--- config.mk ---
export PLATFORM = sky130hd
export DESIGN_NAME = mem_xfer_seq
export DESIGN_NICKNAME = d
export VERILOG_FILES = /design/src/rtl/mem_xfer_seq.sv
export SDC_FILE = /design/constraint.sdc
export NUM_CORES = 1
export LEC_CHECK = 0
export BUFFER_PORTS_ARGS = -buffer_cell sky130_fd_sc_hd__buf_2
export CAP_MARGIN = 20
export CELL_PAD_IN_SITES_DETAIL_PLACEMENT = 1
export CELL_PAD_IN_SITES_GLOBAL_PLACEMENT = 1
export CORE_ASPECT_RATIO = 1.4
export CORE_MARGIN = 4
export CORE_UTILIZATION = 38
export DETAILED_ROUTE_END_ITERATION = 8
export PLACE_DENSITY_LB_ADDON = 0.1
export SYNTH_ARGS = -nofsm -noshare
export SYNTH_HDL_FRONTEND = slang
export SYNTH_SLANG_ARGS = --single-unit
export TNS_END_PERCENT = 10
--- constraint.sdc ---
create_clock -name CLK100MHZ -period 3.6 [get_ports CLK100MHZ]
set_input_delay 0.72 -clock CLK100MHZ [delete_from_list [all_inputs] [get_ports CLK100MHZ]]
set_output_delay 0.72 -clock CLK100MHZ [all_outputs]
set_load 0.02 [all_outputs]
--- src/rtl/mem_xfer_seq.sv ---
// -----------------------------------------------------------------------------
// mem_xfer_seq
//
// Load/store burst sequencer between the memory block and the datapath
// register file. One start command moves 1..MAX_BURST consecutive words either
// memory -> registers (load, op=0) or registers -> memory (store, op=1). The
// control unit issues start and waits for done (or error on a bad command).
//
// Ports
//   CLK100MHZ  system clock, rising edge
//   RST        asynchronous active-high reset
//   start      command strobe, sampled only in IDLE
//   op         0 = load, 1 = store
//   mem_base   first memory address
//   reg_base   first register
//   count      number of words to move
//   busy       high while a command executes (including the FIN cycle)
//   done       one-cycle completion pulse
//   error      one-cycle rejection pulse
//   mem_sel    memory address mux select (1 = sequencer address)
//   mem_addr   memory address
//   mem_read   memory read strobe
//   mem_write  memory write strobe
//   mem_wdata  memory write data (combinational from rf_rdata)
//   mem_rdata  memory read data, valid MEM_LAT cycles into a read
//   rf_sel     register write mux select (1 = memory data)
//   rf_waddr   register write address
//   rf_write   register write strobe
//   rf_wdata   register write data
//   rf_raddr   register read address (port A)
//   rf_read    register read strobe
//   rf_rdata   register port A data, valid the cycle after rf_read
// -----------------------------------------------------------------------------
module mem_xfer_seq #(
   parameter int DATA_W    = 16,
   parameter int ADDR_W    = 8,
   parameter int REG_AW    = 4,
   parameter int MAX_BURST = 4,
   parameter int MEM_LAT   = 1,
   localparam int CNT_W    = $clog2(MAX_BURST + 1)
) (
   input  logic              CLK100MHZ,
   input  logic              RST,
   input  logic              start,
   input  logic              op,
   input  logic [ADDR_W-1:0] mem_base,
   input  logic [REG_AW-1:0] reg_base,
   input  logic [CNT_W-1:0]  count,
   output logic              busy,
   output logic              done,
   output logic              error,
   output logic              mem_sel,
   output logic [ADDR_W-1:0] mem_addr,
   output logic              mem_read,
   output logic              mem_write,
   output logic [DATA_W-1:0] mem_wdata,
   input  logic [DATA_W-1:0] mem_rdata,
   output logic              rf_sel,
   output logic [REG_AW-1:0] rf_waddr,
   output logic              rf_write,
   output logic [DATA_W-1:0] rf_wdata,
   output logic [REG_AW-1:0] rf_raddr,
   output logic              rf_read,
   input  logic [DATA_W-1:0] rf_rdata
);

   localparam int LAT_W = (MEM_LAT > 1) ? $clog2(MEM_LAT) : 1;
   localparam int SUM_W = REG_AW + CNT_W + 1;

   localparam logic [CNT_W-1:0] MAX_CNT   = CNT_W'(MAX_BURST);
   localparam logic [LAT_W-1:0] LAT_LAST  = LAT_W'(MEM_LAT - 1);
   localparam logic [SUM_W-1:0] REG_LIMIT = SUM_W'(1) << REG_AW;

   typedef enum logic [2:0] {
      S_IDLE,
      S_LD_REQ,
      S_LD_WB,
      S_ST_RD,
      S_ST_WR,
      S_FIN,
      S_ERR
   } state_t;

   state_t              state_reg, state_next;
   logic [ADDR_W-1:0]   addr_reg, addr_next;
   logic [REG_AW-1:0]   rreg_reg, rreg_next;
   logic [CNT_W-1:0]    rem_reg, rem_next;
   logic [LAT_W-1:0]    lat_reg, lat_next;
   logic [DATA_W-1:0]   hold_reg, hold_next;

   logic                busy_reg, busy_next;
   logic                done_reg, done_next;
   logic                error_reg, error_next;
   logic [ADDR_W-1:0]   mem_addr_reg, mem_addr_next;
   logic                mem_read_reg, mem_read_next;
   logic                mem_write_reg, mem_write_next;
   logic                rf_sel_reg, rf_sel_next;
   logic [REG_AW-1:0]   rf_waddr_reg, rf_waddr_next;
   logic                rf_write_reg, rf_write_next;
   logic [DATA_W-1:0]   rf_wdata_reg, rf_wdata_next;
   logic [REG_AW-1:0]   rf_raddr_reg, rf_raddr_next;
   logic                rf_read_reg, rf_read_next;

   // Command validity: the register range must fit without wrapping, so the
   // end index is computed one bit wider than any operand can reach.
   logic [SUM_W-1:0]    reg_end;
   logic                bad_cmd;

   assign reg_end = SUM_W'(reg_base) + SUM_W'(count);
   assign bad_cmd = (count == '0) || (count > MAX_CNT) || (reg_end > REG_LIMIT);

   // Next-state logic first, then the output strobes are decoded from the
   // next state so every strobe/address/data output comes straight from a flop.
   always_comb begin
      state_next     = state_reg;
      addr_next      = addr_reg;
      rreg_next      = rreg_reg;
      rem_next       = rem_reg;
      lat_next       = lat_reg;
      hold_next      = hold_reg;

      busy_next      = 1'b0;
      done_next      = 1'b0;
      error_next     = 1'b0;
      mem_addr_next  = '0;
      mem_read_next  = 1'b0;
      mem_write_next = 1'b0;
      rf_sel_next    = 1'b0;
      rf_waddr_next  = '0;
      rf_write_next  = 1'b0;
      rf_wdata_next  = '0;
      rf_raddr_next  = '0;
      rf_read_next   = 1'b0;

      case (state_reg)
         S_IDLE: begin
            if (start) begin
               addr_next = mem_base;
               rreg_next = reg_base;
               rem_next  = count;
               lat_next  = '0;
               if (bad_cmd) begin
                  state_next = S_ERR;
               end else if (op) begin
                  state_next = S_ST_RD;
               end else begin
                  state_next = S_LD_REQ;
               end
            end
         end
         S_LD_REQ: begin
            // Read data is taken on the edge closing the last request cycle.
            if (lat_reg == LAT_LAST) begin
               hold_next  = mem_rdata;
               lat_next   = '0;
               state_next = S_LD_WB;
            end else begin
               lat_next = lat_reg + LAT_W'(1);
            end
         end
         S_LD_WB, S_ST_WR: begin
            // Memory address wraps naturally; the register index cannot
            // overrun because such commands were rejected up front.
            addr_next = addr_reg + ADDR_W'(1);
            rreg_next = rreg_reg + REG_AW'(1);
            rem_next  = rem_reg - CNT_W'(1);
            if (rem_reg == CNT_W'(1)) begin
               state_next = S_FIN;
            end else if (state_reg == S_LD_WB) begin
               state_next = S_LD_REQ;
            end else begin
               state_next = S_ST_RD;
            end
         end
         S_ST_RD: begin
            state_next = S_ST_WR;
         end
         S_FIN, S_ERR: begin
            state_next = S_IDLE;
         end
         default: begin
            state_next = S_IDLE;
         end
      endcase

      case (state_next)
         S_LD_REQ: begin
            busy_next     = 1'b1;
            mem_read_next = 1'b1;
            mem_addr_next = addr_next;
         end
         S_LD_WB: begin
            busy_next     = 1'b1;
            rf_sel_next   = 1'b1;
            rf_write_next = 1'b1;
            rf_waddr_next = rreg_next;
            rf_wdata_next = hold_next;
         end
         S_ST_RD: begin
            busy_next     = 1'b1;
            rf_read_next  = 1'b1;
            rf_raddr_next = rreg_next;
         end
         S_ST_WR: begin
            busy_next      = 1'b1;
            mem_write_next = 1'b1;
            mem_addr_next  = addr_next;
         end
         S_FIN: begin
            busy_next = 1'b1;
            done_next = 1'b1;
         end
         S_ERR: begin
            error_next = 1'b1;
         end
         default: begin
         end
      endcase
   end

   always_ff @(posedge CLK100MHZ or posedge RST) begin
      if (RST) begin
         state_reg     <= S_IDLE;
         addr_reg      <= '0;
         rreg_reg      <= '0;
         rem_reg       <= '0;
         lat_reg       <= '0;
         hold_reg      <= '0;
         busy_reg      <= 1'b0;
         done_reg      <= 1'b0;
         error_reg     <= 1'b0;
         mem_addr_reg  <= '0;
         mem_read_reg  <= 1'b0;
         mem_write_reg <= 1'b0;
         rf_sel_reg    <= 1'b0;
         rf_waddr_reg  <= '0;
         rf_write_reg  <= 1'b0;
         rf_wdata_reg  <= '0;
         rf_raddr_reg  <= '0;
         rf_read_reg   <= 1'b0;
      end else begin
         state_reg     <= state_next;
         addr_reg      <= addr_next;
         rreg_reg      <= rreg_next;
         rem_reg       <= rem_next;
         lat_reg       <= lat_next;
         hold_reg      <= hold_next;
         busy_reg      <= busy_next;
         done_reg      <= done_next;
         error_reg     <= error_next;
         mem_addr_reg  <= mem_addr_next;
         mem_read_reg  <= mem_read_next;
         mem_write_reg <= mem_write_next;
         rf_sel_reg    <= rf_sel_next;
         rf_waddr_reg  <= rf_waddr_next;
         rf_write_reg  <= rf_write_next;
         rf_wdata_reg  <= rf_wdata_next;
         rf_raddr_reg  <= rf_raddr_next;
         rf_read_reg   <= rf_read_next;
      end
   end

   assign busy      = busy_reg;
   assign done      = done_reg;
   assign error     = error_reg;
   assign mem_sel   = busy_reg;
   assign mem_addr  = mem_addr_reg;
   assign mem_read  = mem_read_reg;
   assign mem_write = mem_write_reg;
   // Pass-through of register port A data, gated so the bus is quiet (and
   // zero in reset) whenever no store write is in progress.
   assign mem_wdata = mem_write_reg ? rf_rdata : '0;
   assign rf_sel    = rf_sel_reg;
   assign rf_waddr  = rf_waddr_reg;
   assign rf_write  = rf_write_reg;
   assign rf_wdata  = rf_wdata_reg;
   assign rf_raddr  = rf_raddr_reg;
   assign rf_read   = rf_read_reg;

endmodule
# After elaboration in Yosys (flattened, before gate mapping)
# Index checks and enable logic that the tools add are counted.
# word_totals
ff_bits	74
word_cells	77
# op_classes
add_sub_neg	5
n_lt_le_gt_ge	2
n_eq_ne	12
muxes	30
reduce_logical	11
# ops
cell	n
$mux 16	4
$mux 8	2
$pmux 8 s2	1
$mux 3	5
$eq 3x2->1 const B	4
$eq 3x3->1 const B	4
$mux 4	3
$pmux 3 s4	1
$eq 3x1->1 const B	3
$mux 1	9
$add 8x1->8 const B	1
$pmux 4 s2	1
$logic_not 3->1	2
$pmux 3 s2	1
$add 4x3->5	1
$gt 5x5->1 const B	1
$reduce_or 5->1	1
$add 4x1->4 const B	1
$mux 2	2
$reduce_and 2->1	2
$reduce_bool 2->1	2
$reduce_or 2->1	2
$gt 3x3->1 const B	1
$sub 3x1->3 const B	1
4 further kinds	5

# Logic depth before layout (Yosys ltp)
# Gate-level depths: netlist of the first run.
# depth
word_depth	9
mapped_depth	8
mapped_depth_nobuf	8

# Worst setup path after synthesis of the first run
# OpenSTA, ideal clock, no wires.
# synth_timing
path_kind	in2reg
from	input reg_base[0]
to	register mem_addr_reg[4], in the netlist mem_addr[4]
setup_ns	0.088
arrival_time_ns	2.566
required_time_ns	3.512
path_slack_ns	0.946
stages	8
path_buffers	0
path_cell_list	ha_1 > inv_1 > fa_1 > xnor2_1 > o221ai_1 > a31oi_4 > o41ai_2 > nor3b_1
# synth_via
elab_chain_cells	9
# synth_rtl
element	line_no	rtl
start, declared	47	input logic [REG_AW-1:0] reg_base,
$add 4x3->5 *	109	assign reg_end = SUM_W'(reg_base) + SUM_W'(count);
$gt 5x5->1 *	110	assign bad_cmd = (count == '0) || (count > MAX_CNT) || (reg_end > REG_LIMIT);
$logic_or 1x1->1 *	110	
$mux 3 *	142	if (bad_cmd) begin
$mux 3 *	137	if (start) begin
$pmux 3 s4 *	135	case (state_reg)
$eq 3x3->1 or $eq 3x1->1 (tied branches)	186	case (state_next)
$reduce_or 2->1 (no source line) *	n/a	
$mux 8 *	186	
net mem_addr_next[4]	94	logic [ADDR_W-1:0] mem_addr_reg, mem_addr_next;
end signal, assigned	251	mem_addr_reg <= mem_addr_next;
end, declared	94	
# Mark *: on every way through the listed nets, which the timed path passes. The rest lies on a longest branch.
# A chain may end at the register's enable or synchronous reset.

# Worst setup path after layout of the first run
# layout_timing
from	input count[0]
to	register mem_addr_reg[4], in the netlist mem_addr[4]
# layout_via
elab_chain_cells	9
# layout_rtl
element	line_no	rtl
start, declared	48	input logic [CNT_W-1:0] count,
$add 4x3->5 (tied with other cells)	109	
$gt 5x5->1 or $logic_or 1x1->1 (tied branches)	110	
$logic_or 1x1->1 *	110	
$mux 3 *	142	
$mux 3 *	137	
$pmux 3 s4 *	135	
$eq 3x3->1 or $eq 3x1->1 (tied branches)	186	
$reduce_or 2->1 (no source line) *	n/a	
$mux 8 *	186	
net mem_addr_next[4]	94	
# Marked as above.

==> impl_results.md, run 1 <==
* H-tree depth at 3
* GPL Wtd Cong at 0.790
* Most common cell after layout, fill and taps aside: buf_2
* F_max at 384 MHz
* Initial DRT Pass Iterations at 4
* Total gr overflow at 0
* Starting Density at 39.4%
* Area Growth Syn to Fin at 30.8%
* N_diodes at 0
* Critical path arrival at 2850 ps
* Kind of critical path: in2reg
* Vias in the first global route at 2,532
* Worst-path fanout max at 8
* Buf/Inv on CP at 3
* Synth Net Count at 327
* Commonest non-fill, non-tap cells in the layout: buf_2, dfrtp_1, and2_1
* Post-CTS Setup Repair Bufs at 0
* Seq/Total Area, Yosys at 51.9%
* Sink Count at 57
* Core Area at 0.00698 mm^2
* Initial antenna violation count at 0
* Post-Route WL at 7.65 mm
* Met1 usage at 21.2%
* Clk_lat worst skew at 320 ps
* Status: finished clean
* CTS clk-pin slew, worst paths at 70 ps
* Final period util at 72.3%
* Yosys top cell by area: dfrtp_1
* CTS Buffer Depth at 2
* Async set-reset flop share out of synthesis at 100%
* Netlist cell types at 49
* Worst-margin pin slew at 830 ps
* TritonCTS buffer count at 9
* Fin area at 0.00359 mm^2
* RR Startpoint: state_reg[1]
* Worst Hold Class: reg2reg
* Top delay family on crit path: compound AO/OA/AOI/OAI gates
* Min-delay src: rem_reg[2]
* IO buf count at 107
* Largest net degree at the start of global routing at 40
* Routed Antenna Nets at 0
* Share of post-route cells with drive strength above 1 at 36.0%
* Setup TNS at 0 ps
* Setup Skew at 9.84 ps
* Final nets at 433
* Busiest grt layer: met2
* Required time of the worst setup path at 3850 ps
* Number of flops mapped to enable cells by yosys at 0
* TritonCTS clock tree: built
* # hold bufs at CTS at 0
* M2 GR Usage at 33.5%
* Lkg Pwr at 1.97 nW
* Final WS setup at 996 ps
* Placed cell count at 458
* Relative slew slack at 44.7%
* RSZ-0062 raised after global routing: no
* Final Max Slew Viols at 0
* Clock Tree Root: clkbuf_8
* CP Capture Type: flip-flop
* DIE WIDTH at 79.9 um
* Largest register FFs at 16
* Max-cap viol count at 0
* Mapped Avg Cell Area at 10.3 um^2
* Startpoint types: input port
* Synth warn at 0
* Met3 usage at 3.22%
* Post-route DRC violation count at 0
* Dpl hpwl at 5.68 mm
* Synth area leaders: dfrtp_1, and2_1, and3_1
* Power Dens Cells at 883 mW/mm^2
* Yosys top cell area share at 51.9%
* Via density at 5.07
* Slowest cell on crit path: fa_1
* Post-Syn Instances at 268
* Row count at 36
* Pre-CTS WS at 632 ps
* Die Span Y at 109 um
* CP max stage delay at 410 ps
* Mapped Area at 0.00275 mm^2
* Gr usage total at 18.4%
* Vias at 2,400
* Cells along the critical path: buf_2 > ha_1 > inv_1 > fa_1 > xnor2_1 > o221ai_1 > a31oi_4 > o41ai_2 > buf_4 > nor3b_1
* Worst setup startpoint: count[0]
* First-pass GRT wire length at 12.4 mm
* Final setup fails at 0
* Minimum clock period at 2600 ps
* Area after DPL at 0.00336 mm^2
* Post-synth top flop: dfrtp_1
* Resize count post-CTS at 0
* Layout Cells excl Fill at 473
* Synthesized flop and latch total at 57
* Worst IR drop on VDD at 0.000426 V
* Die area at 0.00867 mm^2
* Ports at 108
* Wire length per cell at 16.2 um
* DRT iter0 DRCs at 90
* Final hold viol count at 0
path summary, 6_finish.rpt:
path | end | slack (ps) | cells past startpoint
worst min register to register | rem_reg[2] | 540 | 2
worst max-delay path | mem_addr[4] | 1000 | 10
worst min-delay path | rem_reg[2] | 540 | 2
worst max register to register | mem_addr[0] | 1160 | 6
min in group asynchronous | addr_reg[1] | 550 | 2
max in group asynchronous | mem_addr[7] | 2300 | 3
kinds of logic (layout without fill, tap and decap cells):
kind of cell	Yosys count	in the layout	synth area share, %
simple gates	99	99	20.2
compound gates	60	60	15.6
flops	57	57	51.9
buf+inv	36	146	5.56
fa+ha+maj	8	8	3.92
xor+xnor	4	4	1.28
mux	4	4	1.55
metrics by stage:
| stage | hold slack (ps) | util, % | total power, mW |
|---|---|---|---|
| 2_1_floorplan | 496 | - | 2.03 |
| 3_3_place_gp | 525 | 48.2 | 2.45 |
| 3_5_place_dp | 528 | 48.2 | 2.49 |
| 4_1_cts | 538 | 51.5 | 3.22 |
| 5_1_grt | 579 | 51.5 | 3.43 |
| 6_report | 535 | 51.5 | 3.17 |
final cells by class:
| type | count | area (um^2) |
|---|---|---|
| Fill cell | 811 | 3390 |
| Sequential cell | 57 | 1430 |
| Multi-Input combinational cell | 175 | 1170 |
| Timing Repair Buffer | 113 | 581 |
| Clock buffer | 9 | 124 |
| Tap cell | 95 | 119 |
| Clock inverter | 6 | 108 |
| Inverter | 18 | 67.6 |
tightest hold or removal path, cell delays in order, from the launching register on:
cell	delay, ps
dfrtp_1	390
inv_1	60
a21oi_1	50
per-layer routing:
| metal | wire (um) | share of wire (%) |
|---|---|---|
| met3 | 423 | 5.5 |
| met1 | 3090 | 40 |
| met5 | 0 | 0 |
| met2 | 4040 | 53 |
| met4 | 95 | 1.2 |
report_power, final:
group          internal [mW]  leakage, nW  switching, mW
Clock                  0.453        0.115          0.248
Combinational          0.529         1.12          0.902
Sequential             0.869        0.733          0.173
Total                   1.85         1.97           1.32
synthesized netlist by cell type, drive strengths merged (2+ instances only):
library cell / count
a2111oi: 2
a211oi: 2
a21o: 2
a21oi: 18
a22oi: 3
a31oi: 2
and2: 28
and3: 18
buf: 5
clkbuf: 13
dfrtp: 57
ha: 7
inv: 18
mux2: 2
mux2i: 2
nand2: 18
nand2b: 3
nand3: 5
nand4: 4
nor2: 9
nor2b: 2
nor3: 4
o21ai: 12
o221ai: 3
o22ai: 4
o32ai: 2
or2: 3
xnor2: 3
Power figures use the tool's default switching activity.
==> run 2: changes to the inputs <==
ABC_AREA = 1   (was unset)
CORE_UTILIZATION = 31   (was 38)
clock period = 2.3 ns   (was 3.6 ns; I/O delays follow)
==> run 2 against run 1 <==
Net effect:
- clock power rose by 120%
- count of clock-buffer cells in the layout did not move
- sequential cell count did not move
- non-clock buffer count fell by 3
- area after synthesis rose by 2.3%
- combinational power rose by 66%
- die area rose by 23%
- utilization fell by 7.7 points
- largest power group unchanged
- highest routed layer unchanged
==> impl_results.md, run 2 <==
* Status: finished clean
* CP Capture Type: flip-flop
* Synthesized flop and latch total at 57
* Worst-margin pin slew at 522 ps
* Vias at 2,500
* Simple-gate area share of the yosys netlist at 25.3%
* Relative slew slack at 65.2%
* Final nets at 513
* H-tree depth at 3
* Max-cap viol count at 0
* CTS clk-pin slew, worst paths at 60 ps
* F_max at 514 MHz
* Gr usage total at 15.3%
* N_diodes at 0
* CTS Buffer Depth at 2
* CP max stage delay at 410 ps
* Seq/Total Area, Yosys at 50.7%
* Post-Route WL at 7.65 mm
* Area Growth Syn to Fin at 35.5%
* Post-Route Utilization at 43.7%
* Final setup fails at 0
* Post-Syn Instances at 341
* First-pass GRT wire length at 12.5 mm
* Top delay family on crit path: simple AND/OR/NAND/NOR gates
* Compound-Gate Fraction of Synth Area at 6.99%
* Initial DRT Pass Iterations at 3
* Synth Net Count at 400
* Number of flops mapped to enable cells by yosys at 0
* Power Dens Cells at 1450 mW/mm^2
* Clock Tree Root: clkbuf_16
* Synth area leaders: dfrtp_1, inv_1, nand2_1
* Critical path arrival at 2190 ps
* Dpl hpwl at 6.04 mm
* Final hold viol count at 0
* Mux contribution to synthesized area at 0%
* Main combinational cell family by area after synthesis: simple AND/OR/NAND/NOR gates
* DIE WIDTH at 88.5 um
* Post-CTS Setup Repair Bufs at 0
* Kind of critical path: in2reg
* Netlist cell types at 35
* Setup Skew at 4.95 ps
* Worst Hold Class: in2async
* TritonCTS buffer count at 9
* IO buf count at 107
* Final period util at 84.5%
* Routed Antenna Nets at 0
* Minimum clock period at 1940 ps
* Synth warn at 0
* Fillcell total at 1,099
* Wire length per cell at 13.6 um
* Post-synthesis xor/xnor area fraction at 0.312%
* Total gr overflow at 0
* Largest register FFs at 16
* Worst-path fanout max at 9
* Initial antenna violation count at 0
* Via density at 4.43
* Most common cell after layout, fill and taps aside: buf_2
* Required time of the worst setup path at 2550 ps
* Sink Count at 57
* Top cells by count, synth: inv_1, nand2_1, dfrtp_1
* Worst IR drop on VDD at 0.000608 V
* Clk_lat worst skew at 320 ps
* TritonCTS clock tree: built
* Mapped Area at 0.00281 mm^2
* Core Area at 0.00871 mm^2
* # hold bufs at CTS at 0
* Most Frequent Cell on Critical Path: nand2_1
* Starting Density at 32.3%
* Setup TNS at 0 ps
* Most frequent cell after synthesis: inv_1
* Buf/Inv on CP at 3
* Cells along the critical path: buf_2 > ha_1 > inv_1 > fa_1 > inv_1 > nand2_1 > nand3_1 > nand3_1 > nand2_1 > nand2_1 > nand2_1 > nand4_4 > a21oi_1
* Largest net degree at the start of global routing at 27
* Slowest cell on crit path: fa_1
* Final Max Slew Viols at 0
* Yosys top cell area share at 50.7%
* Commonest non-fill, non-tap cells in the layout: buf_2, inv_1, nand2_1
* RSZ-0062 raised after global routing: no
* Row count at 40
* DRT iter0 DRCs at 66
* Yosys top cell by area: dfrtp_1
* Startpoint types: input port
* Vias in the first global route at 2,645
* GPL Wtd Cong at 0.761
* Lkg Pwr at 2.38 nW
* Resize count post-CTS at 0
* Post-route DRC violation count at 0
* Async set-reset flop share out of synthesis at 100%
* Mapped Avg Cell Area at 8.24 um^2
* Post-synth top flop: dfrtp_1
* Ports at 108
* Die Span Y at 121 um
* Share of post-route cells with drive strength above 1 at 33.8%
* Post-Synth Adder-Cell Area at 3.83%
* Die area at 0.0107 mm^2
[run 2: cell types whose count changed after synthesis, moves of 12 or more]
cell / change
nor2_1: +31
and2_1: -28
and3_1: -18
inv_1: +57
nand2_1: +56
nand3_1: +12
[run 2: per-layer routing]
layer,GRT usage [%],vias to the layer above,share of wire (%)
li1,-,1248,-
met5,0,-,0
met1,17.9,1170,40
met4,6.71,0,1.6
met3,3.41,10,7.1
met2,26.4,72,51
[run 2: final timing paths]
kind,startpoint,endpoint,slack [ps],cells after the start
worst min register to register,rem_reg[1],rem_reg[1],500,2
worst max register to register,state_reg[1],rf_raddr[2],540,11
max in group asynchronous,RST,done,1500,3
min in group CLK100MHZ,mem_rdata[12],rf_wdata[12],340,3
worst min-delay path,RST,mem_addr[7],170,2
worst max-delay path,count[0],mem_addr[6],360,13
[run 2: cells by family (layout without fill, tap and decap cells)]
kind of cell,Yosys count,count (layout)
AO/OA/AOI/OAI,32,32
adder cells (fa/ha/maj),8,8
XOR/XNOR,1,1
AND/OR/NAND/NOR,152,152
flip-flops,57,57
buffers and inverters,91,209
[run 2: worst register-to-register path, stage by stage (launching register included)]
cell,delay (ps)
dfrtp_1,410
nor2_2,160
nand2_1,110
nand2_4,210
inv_6,130
nand2_4,120
inv_4,70
nand2_1,60
nand2_1,50
or2_4,240
inv_1,70
nor2_1,40
[run 2: area by class of cell]
cell class              count  area, um^2  area share [%]
well taps                 105         131            3.45
clock inverters             7         125            3.29
repair buffers            110         558            14.7
clock buffers               9         225            5.91
multi-input cells         193        1020            26.9
inverters                  83         319            8.38
flip-flops and latches     57        1430            37.5
[run 2: per-stage QoR]
stage	instances	hold slack, ps	cell area [um^2]	total power [mW]	setup WS (ps)
after floorplan	341	453	2810	3.31	377
after global placement	548	474	3460	3.96	107
after detailed placement	548	488	3460	4.02	4.37
after CTS	564	178	3810	5.62	347
after global routing	564	204	3810	5.99	125
final	564	168	3810	5.51	356
[run 2: where the power goes]
group          internal [mW]  switching, mW
Sequential              1.36          0.216
Clock                   1.07          0.491
Combinational          0.758           1.63
Total                   3.18           2.33
